--- src/rtl/seven_seg_scan_driver_pkg.sv ---
// -----------------------------------------------------------------------------
// seven_seg_scan_driver_pkg
// Shared definitions for the multiplexed seven-segment driver:
//   - state_e     : conversion FSM states
//   - SEG_0..SEG_F: segment patterns {dp,g,f,e,d,c,b,a}, active-high
//   - SEG_DASH    : pattern shown on every digit when the value does not fit
//   - SEG_BLANK   : pattern for a suppressed leading zero
//   - seg_lookup  : nibble to segment pattern
//   - bcd_add3    : double-dabble digit correction
// -----------------------------------------------------------------------------
package seven_seg_scan_driver_pkg;

  typedef enum logic [1:0] {
    ST_IDLE   = 2'd0,
    ST_HEX    = 2'd1,
    ST_DABBLE = 2'd2,
    ST_COMMIT = 2'd3
  } state_e;

  localparam logic [7:0] SEG_0 = 8'h3F;
  localparam logic [7:0] SEG_1 = 8'h06;
  localparam logic [7:0] SEG_2 = 8'h5B;
  localparam logic [7:0] SEG_3 = 8'h4F;
  localparam logic [7:0] SEG_4 = 8'h66;
  localparam logic [7:0] SEG_5 = 8'h6D;
  localparam logic [7:0] SEG_6 = 8'h7D;
  localparam logic [7:0] SEG_7 = 8'h07;
  localparam logic [7:0] SEG_8 = 8'h7F;
  localparam logic [7:0] SEG_9 = 8'h6F;
  localparam logic [7:0] SEG_A = 8'h77;
  localparam logic [7:0] SEG_B = 8'h7C;
  localparam logic [7:0] SEG_C = 8'h39;
  localparam logic [7:0] SEG_D = 8'h5E;
  localparam logic [7:0] SEG_E = 8'h79;
  localparam logic [7:0] SEG_F = 8'h71;

  localparam logic [7:0] SEG_DASH  = 8'h40;
  localparam logic [7:0] SEG_BLANK = 8'h00;

  // Decimal point is never driven, so bit 7 is always 0 in these patterns.
  function automatic logic [7:0] seg_lookup(input logic [3:0] nibble);
    logic [7:0] seg;
    case (nibble)
      4'h0:    seg = SEG_0;
      4'h1:    seg = SEG_1;
      4'h2:    seg = SEG_2;
      4'h3:    seg = SEG_3;
      4'h4:    seg = SEG_4;
      4'h5:    seg = SEG_5;
      4'h6:    seg = SEG_6;
      4'h7:    seg = SEG_7;
      4'h8:    seg = SEG_8;
      4'h9:    seg = SEG_9;
      4'hA:    seg = SEG_A;
      4'hB:    seg = SEG_B;
      4'hC:    seg = SEG_C;
      4'hD:    seg = SEG_D;
      4'hE:    seg = SEG_E;
      4'hF:    seg = SEG_F;
      default: seg = SEG_BLANK;
    endcase
    return seg;
  endfunction

  // A BCD digit of 5 or more would become >= 10 after the next doubling,
  // so it is pre-corrected by 3 to make the carry land in the next digit.
  function automatic logic [3:0] bcd_add3(input logic [3:0] digit);
    logic [3:0] res;
    if (digit >= 4'd5) begin
      res = digit + 4'd3;
    end else begin
      res = digit;
    end
    return res;
  endfunction

endpackage

--- src/rtl/seven_seg_encoder.sv ---
// -----------------------------------------------------------------------------
// seven_seg_encoder
// Combinational nibble to seven-segment pattern encoder.
// Ports:
//   nibble_i : 4-bit digit value (0-F)
//   seg_o    : {dp,g,f,e,d,c,b,a}, active-high, dp always 0
// -----------------------------------------------------------------------------
module seven_seg_encoder
  import seven_seg_scan_driver_pkg::*;
(
  input  logic [3:0] nibble_i,
  output logic [7:0] seg_o
);

  // Table lookup of the segment pattern.
  always_comb begin
    seg_o = seg_lookup(nibble_i);
  end

endmodule

--- src/rtl/seven_seg_scan_driver.sv ---
// -----------------------------------------------------------------------------
// seven_seg_scan_driver
// Captures a binary value on Load, converts it to hex nibbles (2 busy cycles)
// or to BCD by double-dabble (DATA_W+1 busy cycles), commits the digits to a
// display register and continuously scans that register onto a multiplexed
// seven-segment display.
// Parameters:
//   DATA_W   : width of Value
//   DIGITS   : number of display digits, digit 0 least significant
//   SCAN_DIV : clock cycles each digit stays selected (>= 1)
// Ports:
//   Clock    : rising-edge clock
//   ResetN   : asynchronous active-low reset
//   Value    : number to display
//   Load     : one-cycle capture request, ignored while Busy
//   Mode     : 0 = hexadecimal, 1 = unsigned decimal
//   BlankLZ  : 1 = suppress leading zeros (live input, not captured)
//   Busy     : capture/conversion in progress
//   Segments : {dp,g,f,e,d,c,b,a} for the selected digit, registered
//   DigitSel : one-hot digit enable, registered
// -----------------------------------------------------------------------------
module seven_seg_scan_driver
  import seven_seg_scan_driver_pkg::*;
#(
  parameter int DATA_W   = 8,
  parameter int DIGITS   = 3,
  parameter int SCAN_DIV = 4
) (
  input  logic              Clock,
  input  logic              ResetN,
  input  logic [DATA_W-1:0] Value,
  input  logic              Load,
  input  logic              Mode,
  input  logic              BlankLZ,
  output logic              Busy,
  output logic [7:0]        Segments,
  output logic [DIGITS-1:0] DigitSel
);

  // Shift register layout: {BCD digits, binary value}. The binary part
  // shifts into the BCD part one bit per DABBLE cycle.
  localparam int BCD_W = DIGITS * 4;
  localparam int SR_W  = BCD_W + DATA_W;
  localparam int HEX_W = (DATA_W > BCD_W) ? DATA_W : BCD_W;
  localparam int CNT_W = (DATA_W > 1) ? $clog2(DATA_W) : 1;
  localparam int DIV_W = (SCAN_DIV > 1) ? $clog2(SCAN_DIV) : 1;
  localparam int IDX_W = (DIGITS > 1) ? $clog2(DIGITS) : 1;

  localparam logic [DIGITS-1:0] DSEL_RESET = DIGITS'(1);

  // Conversion FSM and datapath registers
  state_e            state_q;
  logic [SR_W-1:0]   sr_q;
  logic              res_ovf_q;
  logic [CNT_W-1:0]  cnt_q;
  logic              busy_q;

  // Display register
  logic [BCD_W-1:0]  disp_q;
  logic              disp_ovf_q;
  logic [BCD_W-1:0]  disp_d;
  logic              disp_ovf_d;

  // Scan registers
  logic [DIV_W-1:0]  div_q;
  logic [DIV_W-1:0]  div_d;
  logic [IDX_W-1:0]  idx_q;
  logic [IDX_W-1:0]  idx_d;

  // Output registers
  logic [7:0]        seg_q;
  logic [7:0]        seg_d;
  logic [DIGITS-1:0] dsel_q;
  logic [DIGITS-1:0] dsel_d;

  // Combinational helpers
  logic [SR_W-1:0]   dabble_s;
  logic [SR_W-1:0]   shifted_s;
  logic              carry_out_s;
  logic [HEX_W-1:0]  hex_ext_s;
  logic [HEX_W-1:0]  hex_upper_s;
  logic [BCD_W-1:0]  hex_digits_s;
  logic              hex_ovf_s;
  logic [BCD_W-1:0]  upper_s;
  logic [3:0]        nib_s;
  logic              blank_s;
  logic [7:0]        enc_seg_s;

  // Double-dabble step: correct every BCD digit, then shift left by one.
  always_comb begin
    dabble_s = sr_q;
    for (int i = 0; i < DIGITS; i++) begin
      dabble_s[DATA_W + 4*i +: 4] = bcd_add3(sr_q[DATA_W + 4*i +: 4]);
    end
    shifted_s   = {dabble_s[SR_W-2:0], 1'b0};
    // A 1 leaving the top digit means the value needs more than DIGITS digits.
    carry_out_s = dabble_s[SR_W-1];
  end

  // Hex split: any set bit above the displayable nibbles is an overflow.
  always_comb begin
    hex_ext_s    = HEX_W'(sr_q[DATA_W-1:0]);
    hex_digits_s = hex_ext_s[BCD_W-1:0];
    hex_upper_s  = hex_ext_s >> BCD_W;
    hex_ovf_s    = |hex_upper_s;
  end

  // Conversion FSM: capture, convert, commit.
  always_ff @(posedge Clock or negedge ResetN) begin
    if (!ResetN) begin
      state_q   <= ST_IDLE;
      sr_q      <= '0;
      res_ovf_q <= 1'b0;
      cnt_q     <= '0;
      busy_q    <= 1'b0;
    end else begin
      case (state_q)
        ST_IDLE: begin
          if (Load) begin
            sr_q      <= {{BCD_W{1'b0}}, Value};
            res_ovf_q <= 1'b0;
            cnt_q     <= '0;
            busy_q    <= 1'b1;
            state_q   <= Mode ? ST_DABBLE : ST_HEX;
          end
        end
        ST_HEX: begin
          sr_q      <= {hex_digits_s, {DATA_W{1'b0}}};
          res_ovf_q <= hex_ovf_s;
          state_q   <= ST_COMMIT;
        end
        ST_DABBLE: begin
          sr_q      <= shifted_s;
          res_ovf_q <= res_ovf_q | carry_out_s;
          cnt_q     <= cnt_q + CNT_W'(1);
          if (cnt_q == CNT_W'(DATA_W - 1)) begin
            state_q <= ST_COMMIT;
          end
        end
        ST_COMMIT: begin
          busy_q  <= 1'b0;
          state_q <= ST_IDLE;
        end
        default: begin
          busy_q  <= 1'b0;
          state_q <= ST_IDLE;
        end
      endcase
    end
  end

  // Display next state: only COMMIT loads a new result.
  always_comb begin
    if (state_q == ST_COMMIT) begin
      disp_d     = sr_q[SR_W-1 -: BCD_W];
      disp_ovf_d = res_ovf_q;
    end else begin
      disp_d     = disp_q;
      disp_ovf_d = disp_ovf_q;
    end
  end

  // Display register.
  always_ff @(posedge Clock or negedge ResetN) begin
    if (!ResetN) begin
      disp_q     <= '0;
      disp_ovf_q <= 1'b0;
    end else begin
      disp_q     <= disp_d;
      disp_ovf_q <= disp_ovf_d;
    end
  end

  // Scan divider and digit index next state.
  always_comb begin
    if (div_q == DIV_W'(SCAN_DIV - 1)) begin
      div_d = '0;
      if (idx_q == IDX_W'(DIGITS - 1)) begin
        idx_d = '0;
      end else begin
        idx_d = idx_q + IDX_W'(1);
      end
    end else begin
      div_d = div_q + DIV_W'(1);
      idx_d = idx_q;
    end
  end

  // Scan registers, free-running regardless of Load/Busy.
  always_ff @(posedge Clock or negedge ResetN) begin
    if (!ResetN) begin
      div_q <= '0;
      idx_q <= '0;
    end else begin
      div_q <= div_d;
      idx_q <= idx_d;
    end
  end

  // Select the digit to show next; blank it if it and everything above it is zero.
  always_comb begin
    upper_s = disp_d >> {idx_d, 2'b00};
    nib_s   = upper_s[3:0];
    blank_s = BlankLZ & (idx_d != '0) & (upper_s == '0);
  end

  seven_seg_encoder u_encoder (
    .nibble_i (nib_s),
    .seg_o    (enc_seg_s)
  );

  // Segment pattern and one-hot enable for the next selected digit.
  always_comb begin
    if (disp_ovf_d) begin
      seg_d = SEG_DASH;
    end else if (blank_s) begin
      seg_d = SEG_BLANK;
    end else begin
      seg_d = enc_seg_s;
    end
    dsel_d = '0;
    for (int i = 0; i < DIGITS; i++) begin
      dsel_d[i] = (idx_d == IDX_W'(i));
    end
  end

  // Output registers, computed from next state so they track the scan exactly.
  always_ff @(posedge Clock or negedge ResetN) begin
    if (!ResetN) begin
      seg_q  <= SEG_0;
      dsel_q <= DSEL_RESET;
    end else begin
      seg_q  <= seg_d;
      dsel_q <= dsel_d;
    end
  end

  assign Busy     = busy_q;
  assign Segments = seg_q;
  assign DigitSel = dsel_q;

endmodule
--- config.mk ---
export PLATFORM = sky130hd
export DESIGN_NAME = seven_seg_scan_driver
export DESIGN_NICKNAME = d
export VERILOG_FILES = /design/src/rtl/seven_seg_scan_driver_pkg.sv /design/src/rtl/seven_seg_encoder.sv /design/src/rtl/seven_seg_scan_driver.sv
export SDC_FILE = /design/constraint.sdc
export NUM_CORES = 1
export LEC_CHECK = 0
export CAP_MARGIN = 20
export CELL_PAD_IN_SITES_DETAIL_PLACEMENT = 0
export CELL_PAD_IN_SITES_GLOBAL_PLACEMENT = 1
export CORE_UTILIZATION = 33
export DETAILED_ROUTE_END_ITERATION = 6
export GPL_ROUTABILITY_DRIVEN = 0
export MAX_ROUTING_LAYER = met4
export PLACE_DENSITY = 0.58
export SYNTH_ARGS = -nofsm -noshare
export SYNTH_HDL_FRONTEND = slang
export SYNTH_SLANG_ARGS = --single-unit
--- constraint.sdc ---
create_clock -name Clock -period 6.2 [get_ports Clock]
set_input_delay 1.24 -clock Clock [delete_from_list [all_inputs] [get_ports Clock]]
set_output_delay 1.24 -clock Clock [all_outputs]
set_load 0.005 [all_outputs]
==> impl_metrics.env, run 1 <==
export IMPL_run_status="complete, no violations"
export IMPL_holdCritPathClass="flop to flop"
export IMPL_yosysSeqAreaShare=0.4653
export IMPL_worst_path_most_repeated_cell="sky130_fd_sc_hd__ha_1"
export IMPL_tritoncts_clock_tree="built"
export IMPL_final_period_minus_worst_setup_slack_ns=3.306
export IMPL_yosysWarnings=0
export IMPL_design_die_area_sq_um=9237
export IMPL_irDropWorstVdd_mv=0.1550
export IMPL_ctsRootBufferMaster="sky130_fd_sc_hd__clkbuf_8"
export IMPL_initial_core_util=0.3487
export IMPL_timing_critical_path_cells="ha_1, mux2_2, o21ba_2, o32ai_1, inv_1, ha_1, nand4_1, a21oi_1, nand3_1, nand2_2, a211oi_1"
export IMPL_timing_critical_path_fanout_max=14
export IMPL_fmax_mhz=302.5
export IMPL_synth_fp_nets=315
export IMPL_finalMaxSlewViolations=0
export IMPL_route_antenna_remaining_nets=0
export IMPL_post_route_period_util=0.5332
export IMPL_final_layout_size_suffix_gt1_frac=0.1291
export IMPL_final_setup_tns_ns=0
export IMPL_track_usage=0.1537
export IMPL_routed_vias=2091
export IMPL_post_cts_resized=0
export IMPL_nets=334
export IMPL_clk_pin_slew_worst_paths_ns=0.09
export IMPL_worst_setup_path_end_kind="flop"
export IMPL_critical_path_max_stage_delay_ns=0.65
export IMPL_worstPathArrival_ns=3.53
export IMPL_first_pass_iters=4
export IMPL_largest_net_degree_at_the_start_of_global_routing=55
export IMPL_first_global_vias=2140
export IMPL_boundaryPins=25
export IMPL_antenna_found_initial=0
export IMPL_syn_cell_area_sq_um=2923
export IMPL_floorplan_die_height_microns=96.11
export IMPL_holdBufCountCts=0
export IMPL_setup_repair_after_global_routing_missed_its_margin="no"
export IMPL_crit_required_ns=6.42
export IMPL_timing_final_ws_setup_ns=2.894
export IMPL_numClockSinks=54
export IMPL_clock_skew_ns=0.008815
export IMPL_clockBufferDepth=2
export IMPL_timing_hold_ws_ns=0.4307
export IMPL_post_drt_wl_per_cell_microns=14.96
export IMPL_power_density_nw_per_um2=405.3
export IMPL_cp_top_family="compound AO/OA/AOI/OAI gates"
export IMPL_area_growth_pct=12.54
export IMPL_ys_dominant_reg_cell="sky130_fd_sc_hd__dfrtp_1"
export IMPL_critical_path_startpoint_type="flop"
export IMPL_wirelength_microns=6090
export IMPL_worstPathBufferInverterCount=1
export IMPL_critical_path_class="flop to flop"
export IMPL_synth_async_reset_ratio=1.000
export IMPL_placed_cells_incl_taps=399
export IMPL_synthDistinctLibCells=51
export IMPL_synth_edf_count=0
export IMPL_relative_slew_slack=0.4849
export IMPL_post_drt_via_cell_ratio=5.138
export IMPL_cts_buffers_inserted=5
export IMPL_coreArea_sq_um=8382
export IMPL_synthCells=282
export IMPL_cap_violations=0
export IMPL_worst_pin_slew_ns=0.7698
export IMPL_cts_setup_buffers=0
export IMPL_clk_latency_ns=0.31
export IMPL_final_cell_count_no_fill=407
export IMPL_grt_overflow_total=0
export IMPL_remaining_drc_errors=0
export IMPL_fp_row_count=33
export IMPL_final_hpwl_dp_microns=4460
export IMPL_n_fill_cell=850
export IMPL_crit_path_top_delay_cell="sky130_fd_sc_hd__ha_1"
export IMPL_totalPowerFinal_w=0.001333
export IMPL_p_leak_nw=1.510
export IMPL_first_pass_grt_wire_length_microns=10560
export IMPL_cts_htree_levels=2
export IMPL_synth_area_per_cell_sq_um=10.36
export IMPL_numPortBuffers=23
export IMPL_dieWidth_microns=96.11
export IMPL_final_hold_violation_count=0
export IMPL_num_antenna_cells=0
export IMPL_placement_setup_worst_slack_ns=2.767
export IMPL_number_of_setup_violations_in_the_final_report=0
export IMPL_postSynthRegisterBits=54
export IMPL_detail_route_iter0_violations=62
synth_stat cells, types with 5 or more instances:
| master | number | share of area |
|---|---|---|
| sky130_fd_sc_hd__o22ai_1 | 9 | 0.019 |
| sky130_fd_sc_hd__mux2_2 | 10 | 0.039 |
| sky130_fd_sc_hd__a22oi_1 | 5 | 0.013 |
| sky130_fd_sc_hd__a21oi_1 | 13 | 0.022 |
| sky130_fd_sc_hd__inv_1 | 19 | 0.024 |
| sky130_fd_sc_hd__nor3_1 | 5 | 0.0086 |
| sky130_fd_sc_hd__ha_1 | 20 | 0.086 |
| sky130_fd_sc_hd__dfstp_2 | 7 | 0.063 |
| sky130_fd_sc_hd__nand2_1 | 15 | 0.019 |
| sky130_fd_sc_hd__o21ai_0 | 19 | 0.033 |
| sky130_fd_sc_hd__a221oi_1 | 10 | 0.030 |
| sky130_fd_sc_hd__dfrtp_1 | 47 | 0.40 |
| sky130_fd_sc_hd__clkbuf_1 | 7 | 0.0090 |
| sky130_fd_sc_hd__nor2_1 | 30 | 0.039 |
| sky130_fd_sc_hd__nand2b_1 | 6 | 0.013 |
cell families (layout without fill, tap and decap cells):
kind of cell	after synthesis	count (layout)	synth area share
AND/OR/NAND/NOR	80	80	0.1383
AO/OA/AOI/OAI	74	74	0.1725
flip-flops	54	54	0.4653
buffers and inverters	31	51	0.05223
adder cells (fa/ha/maj)	20	20	0.08562
multiplexers	18	18	0.07278
XOR/XNOR	4	4	0.01199
other	1	1	0.001283
metal layers:
metal / track usage / wire (microns)
met1: 0.2103 / 3069
met2: 0.2323 / 2838
met3: 0.02844 / 126
met4: 0.04353 / 56
met5: - / 0
where the power goes:
part,internal [W],leakage (nW),total (W),switching [W]
clock network,0.0000803,0.0385,0.000196,0.000116
logic,0.000266,0.773,0.000616,0.000349
registers,0.000455,0.698,0.000522,0.0000674
through the flow:
| step | area [sq um] | utilization |
|---|---|---|
| floorplan | 2923 | - |
| global placement | 3206 | 0.3824 |
| detailed placement | 3206 | 0.3824 |
| CTS | 3289 | 0.3924 |
| global route | 3289 | 0.3924 |
| finish | 3289 | 0.3924 |
layout by cell type, fill, tap and decap left out, types with 2 or more instances in the layout:
master,instances
sky130_fd_sc_hd__a221oi_1,10
sky130_fd_sc_hd__dfrtp_1,47
sky130_fd_sc_hd__nand3_1,3
sky130_fd_sc_hd__mux2_4,4
sky130_fd_sc_hd__ha_1,20
sky130_fd_sc_hd__a211oi_1,2
sky130_fd_sc_hd__mux2_2,10
sky130_fd_sc_hd__xnor2_1,3
sky130_fd_sc_hd__a22oi_1,5
sky130_fd_sc_hd__o22ai_1,9
sky130_fd_sc_hd__dfstp_2,7
sky130_fd_sc_hd__o21ai_0,19
sky130_fd_sc_hd__inv_1,19
sky130_fd_sc_hd__a211oi_2,2
sky130_fd_sc_hd__nand2_1,15
sky130_fd_sc_hd__or3_4,2
sky130_fd_sc_hd__a21oi_1,13
sky130_fd_sc_hd__nand2b_1,6
sky130_fd_sc_hd__a32oi_1,2
sky130_fd_sc_hd__clkbuf_1,2
sky130_fd_sc_hd__clkdlybuf4s50_1,22
sky130_fd_sc_hd__mux2i_1,4
sky130_fd_sc_hd__nor2b_1,4
sky130_fd_sc_hd__and3_1,2
sky130_fd_sc_hd__clkbuf_8,5
sky130_fd_sc_hd__a32o_1,3
sky130_fd_sc_hd__nor2_1,30
sky130_fd_sc_hd__nor3b_1,2
sky130_fd_sc_hd__nor3_1,5
sky130_fd_sc_hd__or3b_2,2
path summary, 6_finish.rpt:
path	from	endpoint	slack, ns	depth (start not counted)
max in group asynchronous	ResetN	sr_q[19]	4.70	2
setup reg to reg	state_q[1]	Segments[1]	2.89	11
hold reg to reg	div_q[0]	div_q[0]	0.43	1
min in group asynchronous	ResetN	sr_q[0]	1.03	2
hold / removal	div_q[0]	div_q[0]	0.43	1
setup / recovery	state_q[1]	Segments[1]	2.89	11
registers in the layout, summed over array words and instances, names as in the netlist:
signal / cells
DigitSel: 3
disp_q: 12
Busy: 1
state_q: 2
sr_q: 20
div_q: 2
res_ovf_q: 1
idx_q: 2
Segments: 7
disp_ovf_q: 1
cnt_q: 3
layout make-up:
type	instances	area, sq um	area share
Timing Repair Buffer	24	232.7	0.07075
Tap cell	105	131.4	0.03994
Multi-Input combinational cell	197	1410	0.4287
Inverter	19	71.32	0.02168
Sequential cell	54	1360	0.4135
Clock inverter	1	7.507	0.002282
Clock buffer	7	76.32	0.02320
No activity file was read; power rests on OpenSTA's default activity.
==> run 2, diff against run 1 <==
--- a/config.mk
+++ b/config.mk
@@ -12,7 +12,7 @@
 export DETAILED_ROUTE_END_ITERATION = 6
 export GPL_ROUTABILITY_DRIVEN = 0
 export MAX_ROUTING_LAYER = met4
-export PLACE_DENSITY = 0.58
+export PLACE_DENSITY = 0.6
 export SYNTH_ARGS = -nofsm -noshare
 export SYNTH_HDL_FRONTEND = slang
 export SYNTH_SLANG_ARGS = --single-unit
==> constraint.sdc (replaced) <==
create_clock -name Clock -period 2.9 [get_ports Clock]
set_input_delay 0.58 -clock Clock [delete_from_list [all_inputs] [get_ports Clock]]
set_output_delay 0.58 -clock Clock [all_outputs]
set_load 0.005 [all_outputs]
==> run 2 against run 1 <==
  * Via count grew 5.1%
  * Total power grew 120%
  * Worst setup slack lost 2.7 ns
  * Sequential power grew 110%
  * Highest routed layer unchanged
==> impl_metrics.env, run 2 (synthesis results as in run 1) <==
export IMPL_sw_frac_of_total=0.3909
export IMPL_worst_setup_path_end_kind="flop"
export IMPL_timing_critical_path_cells="ha_1, buf_12, mux2_2, o21ba_2, o32ai_2, inv_1, ha_1, nand4_1, a21oi_2, nand3_1, nand2_2, a211oi_1"
export IMPL_boundaryPins=25
export IMPL_floorplan_die_height_microns=96.11
export IMPL_worst_r2r_cell_count=12
export IMPL_final_cell_count_no_fill=417
export IMPL_holdCritPathClass="input pin to async pin"
export IMPL_regMostFlops="sr_q"
export IMPL_post_cts_resized=2
export IMPL_critical_path_max_stage_delay_ns=0.43
export IMPL_mostFrequentLayoutCell="sky130_fd_sc_hd__dfrtp_1"
export IMPL_first_global_vias=2195
export IMPL_number_of_setup_violations_in_the_final_report=0
export IMPL_largest_net_degree_at_the_start_of_global_routing=21
export IMPL_switchingPower_w=0.001156
export IMPL_numPortBuffers=23
export IMPL_crit_required_ns=3.12
export IMPL_timing_hold_ws_ns=0.2051
export IMPL_critical_path_class="flop to flop"
export IMPL_ctsRootBufferMaster="sky130_fd_sc_hd__clkbuf_8"
export IMPL_largest_reg_flops=20
export IMPL_fp_row_count=33
export IMPL_initial_core_util=0.3487
export IMPL_internal_power_w=0.001802
export IMPL_holdBufCountCts=0
export IMPL_cts_buffers_inserted=5
export IMPL_relative_slew_slack=0.4988
export IMPL_fin_util=0.4057
export IMPL_final_cell_mix="47 x sky130_fd_sc_hd__dfrtp_1, 30 x sky130_fd_sc_hd__nor2_1, 22 x sky130_fd_sc_hd__clkdlybuf4s50_1"
export IMPL_worst_r2r_setup_slack_ns=0.18
export IMPL_first_pass_grt_wire_length_microns=10870
export IMPL_area_growth_pct=16.35
export IMPL_antenna_found_initial=0
export IMPL_clk_pin_slew_worst_paths_ns=0.10
export IMPL_post_drt_wl_per_cell_microns=14.86
export IMPL_coreArea_sq_um=8382
export IMPL_cap_violations=0
export IMPL_p_leak_nw=1.572
export IMPL_clk_latency_ns=0.30
export IMPL_route_antenna_remaining_nets=0
export IMPL_irDropWorstVdd_mv=0.4558
export IMPL_final_hold_violation_count=0
export IMPL_critical_path_startpoint_type="flop"
export IMPL_worst_pin_slew_ns=0.7518
export IMPL_detail_route_iter0_violations=122
export IMPL_worstPathArrival_ns=2.94
export IMPL_routed_vias=2198
export IMPL_grt_overflow_total=0
export IMPL_nets=344
export IMPL_power_sequential_fraction=0.377
export IMPL_crit_path_top_delay_cell="sky130_fd_sc_hd__dfrtp_1"
export IMPL_post_route_period_util=0.9372
export IMPL_tritoncts_clock_tree="built"
export IMPL_worst_path_most_repeated_cell="sky130_fd_sc_hd__ha_1"
export IMPL_n_fill_cell=831
export IMPL_finalMaxSlewViolations=0
export IMPL_post_drt_via_cell_ratio=5.271
export IMPL_final_layout_size_suffix_gt1_frac=0.1731
export IMPL_run_status="complete, no violations"
export IMPL_clkPwrFrac=0.147
export IMPL_wirelength_microns=6198
export IMPL_design_die_area_sq_um=9237
export IMPL_power_density_nw_per_um2=869.9
export IMPL_fmax_mhz=367.9
export IMPL_num_antenna_cells=0
export IMPL_numClockSinks=54
export IMPL_power_frac_comb=0.476
export IMPL_placement_setup_worst_slack_ns=-0.1005
export IMPL_final_period_minus_worst_setup_slack_ns=2.718
export IMPL_placed_cells_incl_taps=409
export IMPL_first_pass_iters=5
export IMPL_cts_setup_buffers=0
export IMPL_final_hpwl_dp_microns=4574
export IMPL_dieWidth_microns=96.11
export IMPL_cts_htree_levels=2
export IMPL_clockBufferDepth=2
export IMPL_timing_final_ws_setup_ns=0.1821
export IMPL_timing_critical_path_fanout_max=14
export IMPL_remaining_drc_errors=0
export IMPL_clock_skew_ns=0.006496
export IMPL_track_usage=0.1589
-- run 2: changes by cell type in the layout (fill, tap and decap cells not counted), sizes merged --
cell,delta
buf,+10
clkinv,+1
clkinvlp,-1
-- run 2: layout make-up --
cell class | instances | area (sq um) | area share
Inverter | 19 | 71.32 | 0.02097
Sequential cell | 54 | 1360 | 0.3999
Clock inverter | 1 | 5.005 | 0.001472
Multi-Input combinational cell | 197 | 1426 | 0.4194
Clock buffer | 7 | 86.33 | 0.02539
Timing Repair Buffer | 34 | 320.3 | 0.09419
Tap cell | 105 | 131.4 | 0.03863
-- run 2: path summary, 6_finish.rpt --
| check | start | to |
|---|---|---|
| worst max-delay path | state_q[0] | Segments[1] |
| max in group asynchronous | ResetN | disp_q[6] |
| worst min-delay path | ResetN | sr_q[9] |
| min in group Clock | div_q[0] | div_q[0] |
| worst min register to register | div_q[0] | div_q[0] |
| worst max register to register | state_q[0] | Segments[1] |
-- run 2: per-stage QoR --
| step | area, sq um | power [W] | setup TNS (ns) |
|---|---|---|---|
| 2_1_floorplan | 2923 | 0.002143 | 0 |
| 3_3_place_gp | 3293 | 0.002541 | 0 |
| 3_5_place_dp | 3293 | 0.002542 | -0.1960 |
| 4_1_cts | 3397 | 0.002995 | 0 |
| 5_1_grt | 3401 | 0.003241 | -0.007288 |
| 6_report | 3401 | 0.002958 | 0 |
-- run 2: power groups by stage --
stage	sequential (W)	clock [W]	combinational (W)
detailed placement	0.00113	0	0.00141
floorplan	0.00109	0	0.00105
finish	0.00111	0.000436	0.00141
CTS	0.00112	0.000457	0.00142
global placement	0.00113	0	0.00141
global route	0.00114	0.000494	0.00160
-- run 2: worst max-delay path, delay by kind of cell, from the launching register on --
family,cells,cell delay [ns]
flip-flops,1,0.43
AO/OA/AOI/OAI,4,0.83
AND/OR/NAND/NOR,3,0.32
multiplexers,1,0.24
adder cells (fa/ha/maj),2,0.48
buffers and inverters,2,0.33
-- run 2: routing by layer --
metal / wire, microns / part of all wire / vias to the layer above / GRT usage
met5: 0 / 0 / - / -
met4: 59 / 0.0095 / 0 / 0.05100
met3: 142 / 0.023 / 5 / 0.02133
met2: 2878 / 0.46 / 29 / 0.2376
met1: 3118 / 0.50 / 1099 / 0.2221
li1: - / - / 1065 / -
==> run 3, diff against run 2 <==
--- a/config.mk
+++ b/config.mk
@@ -12,7 +12,7 @@
 export DETAILED_ROUTE_END_ITERATION = 6
 export GPL_ROUTABILITY_DRIVEN = 0
 export MAX_ROUTING_LAYER = met4
-export PLACE_DENSITY = 0.6
+export PLACE_DENSITY = 0.58
 export SYNTH_ARGS = -nofsm -noshare
 export SYNTH_HDL_FRONTEND = slang
 export SYNTH_SLANG_ARGS = --single-unit
==> constraint.sdc (replaced) <==
create_clock -name Clock -period 2.67 [get_ports Clock]
set_input_delay 0.534 -clock Clock [delete_from_list [all_inputs] [get_ports Clock]]
set_output_delay 0.534 -clock Clock [all_outputs]
set_load 0.005 [all_outputs]
==> run 3 against run 2 <==
  * Routed wire length is 1.8% higher
  * Non-clock buffer count is 5 higher
  * Final area is 1.1% higher
  * Via count is 2.3% lower
  * Hold slack better by 0.0038 ns
  * Clock skew is 0.0097 ns higher
  * First-iteration DRC count is 38% lower
  * Total power is 9.7% higher
  * Critical path depth is 3 lower
  * Maximum frequency is 7.5% higher
  * Sequential power is 8% higher
  * Largest cell class unchanged
==> impl_metrics.env, run 3 (synthesis results as in run 1) <==
export IMPL_final_period_minus_worst_setup_slack_ns=2.528
export IMPL_regMostFlops="sr_q"
export IMPL_numClockSinks=54
export IMPL_final_setup_tns_ns=0
export IMPL_ctsRootBufferMaster="sky130_fd_sc_hd__clkbuf_8"
export IMPL_worstPathArrival_ns=2.75
export IMPL_finalMaxSlewViolations=0
export IMPL_detail_route_iter0_violations=76
export IMPL_dieWidth_microns=96.11
export IMPL_cts_buffers_inserted=5
export IMPL_first_pass_iters=4
export IMPL_nets=349
export IMPL_largest_net_degree_at_the_start_of_global_routing=25
export IMPL_final_layout_size_suffix_gt1_frac=0.1861
export IMPL_r2r_endpoint="Segments[4]"
export IMPL_tritoncts_clock_tree="built"
export IMPL_track_usage=0.1569
export IMPL_route_antenna_remaining_nets=0
export IMPL_critical_path_startpoint_type="flop"
export IMPL_num_antenna_cells=0
export IMPL_totalPowerFinal_w=0.003245
export IMPL_numPortBuffers=23
export IMPL_floorplan_die_height_microns=96.11
export IMPL_antenna_found_initial=0
export IMPL_p_leak_nw=1.593
export IMPL_cap_violations=0
export IMPL_worst_r2r_cell_count=9
export IMPL_timing_critical_path_fanout_max=13
export IMPL_holdCritPathClass="input pin to async pin"
export IMPL_power_density_nw_per_um2=943.4
export IMPL_worst_r2r_setup_slack_ns=0.14
export IMPL_wirelength_microns=6307
export IMPL_crit_required_ns=2.89
export IMPL_irDropWorstVdd_mv=0.4716
export IMPL_initial_core_util=0.3487
export IMPL_number_of_setup_violations_in_the_final_report=0
export IMPL_final_hpwl_dp_microns=4682
export IMPL_mostFrequentLayoutCell="sky130_fd_sc_hd__dfrtp_1"
export IMPL_post_route_period_util=0.9467
export IMPL_post_drt_via_cell_ratio=5.088
export IMPL_routed_vias=2147
export IMPL_relative_slew_slack=0.6176
export IMPL_worst_setup_path_end_kind="flop"
export IMPL_grt_overflow_total=0
export IMPL_critical_path_class="flop to flop"
export IMPL_cts_htree_levels=2
export IMPL_run_status="complete, no violations"
export IMPL_first_global_vias=2083
export IMPL_worst_pin_slew_ns=0.5736
export IMPL_coreArea_sq_um=8382
export IMPL_boundaryPins=25
export IMPL_remaining_drc_errors=0
export IMPL_multiInputGateArea_sq_um=1436
export IMPL_post_drt_wl_per_cell_microns=14.95
export IMPL_fp_row_count=33
export IMPL_seq_area_sq_um=1360
export IMPL_design_die_area_sq_um=9237
export IMPL_area_growth_pct=17.68
export IMPL_n_fill_cell=846
export IMPL_clock_skew_ns=0.01618
export IMPL_reg2reg_from="state_q[0]"
export IMPL_holdBufCountCts=0
export IMPL_clk_pin_slew_worst_paths_ns=0.10
export IMPL_final_cell_mix="47 x sky130_fd_sc_hd__dfrtp_1, 30 x sky130_fd_sc_hd__nor2_1, 22 x sky130_fd_sc_hd__clkdlybuf4s50_1"
export IMPL_final_hold_violation_count=0
export IMPL_clockBufferDepth=2
export IMPL_largest_reg_flops=20
export IMPL_first_pass_grt_wire_length_microns=10730
export IMPL_fmax_mhz=395.6
export IMPL_clk_latency_ns=0.31
[run 3: worst max-delay path: stages (launching register included)]
cell	delay, ns
sky130_fd_sc_hd__dfrtp_1	0.37
sky130_fd_sc_hd__ha_2	0.21
sky130_fd_sc_hd__buf_12	0.15
sky130_fd_sc_hd__mux2_2	0.38
sky130_fd_sc_hd__a221oi_1	0.30
sky130_fd_sc_hd__nor3_1	0.10
sky130_fd_sc_hd__buf_4	0.16
sky130_fd_sc_hd__ha_1	0.26
sky130_fd_sc_hd__mux2_4	0.29
sky130_fd_sc_hd__a211oi_2	0.22
[run 3: area by class of cell]
type                       instances  share of cell area
multi-input combinational        197              0.4176
clock inverter                     2            0.002910
sequential                        54              0.3954
timing repair buffer              39              0.1040
clock buffer                       6             0.02110
tap                              105             0.03820
inverter                          19             0.02073
[run 3: per-stage QoR]
| step | util | setup WS (ns) | instances | hold slack [ns] | instance area (sq um) |
|---|---|---|---|---|---|
| after floorplan | - | 0.04603 | 282 | 0.2384 | 2923 |
| after global placement | 0.3956 | 0.1696 | 412 | 0.4124 | 3316 |
| after detailed placement | 0.3956 | 0.07022 | 412 | 0.4161 | 3316 |
| after CTS | 0.4054 | 0.05295 | 420 | 0.2285 | 3398 |
| after global routing | 0.4104 | -0.007043 | 422 | 0.2354 | 3440 |
| final | 0.4104 | 0.1422 | 422 | 0.2089 | 3440 |
[run 3: report_power, final]
group	internal, W	switching (W)	total (W)
Clock	0.000183	0.000263	0.000445
Sequential	0.00106	0.000148	0.00120
Combinational	0.000727	0.000869	0.00160
[run 3: worst max-delay path by stage]
stage	to	start	cells after the start
2_1_floorplan	Segments[4]	state_q[0]	9
3_3_place_gp	Segments[6]	state_q[0]	12
3_5_place_dp	Segments[5]	state_q[0]	12
4_1_cts	Segments[5]	state_q[0]	12
5_1_grt	Segments[5]	state_q[0]	12
6_report	Segments[4]	state_q[0]	9
[run 3: metal layers]
metal / vias up / track usage / share of wire
met5: - / - / 0
met4: 0 / 0.03731 / 0.0084
met3: 7 / 0.02844 / 0.030
met2: 31 / 0.2293 / 0.44
met1: 1037 / 0.2243 / 0.52
li1: 1072 / - / -
[run 3: what timing repair did]
item | in CTS | in global routing
endpoints found under the setup margin | 0 | 7
gates resized for setup | 0 | 6
setup buffers | 0 | 2
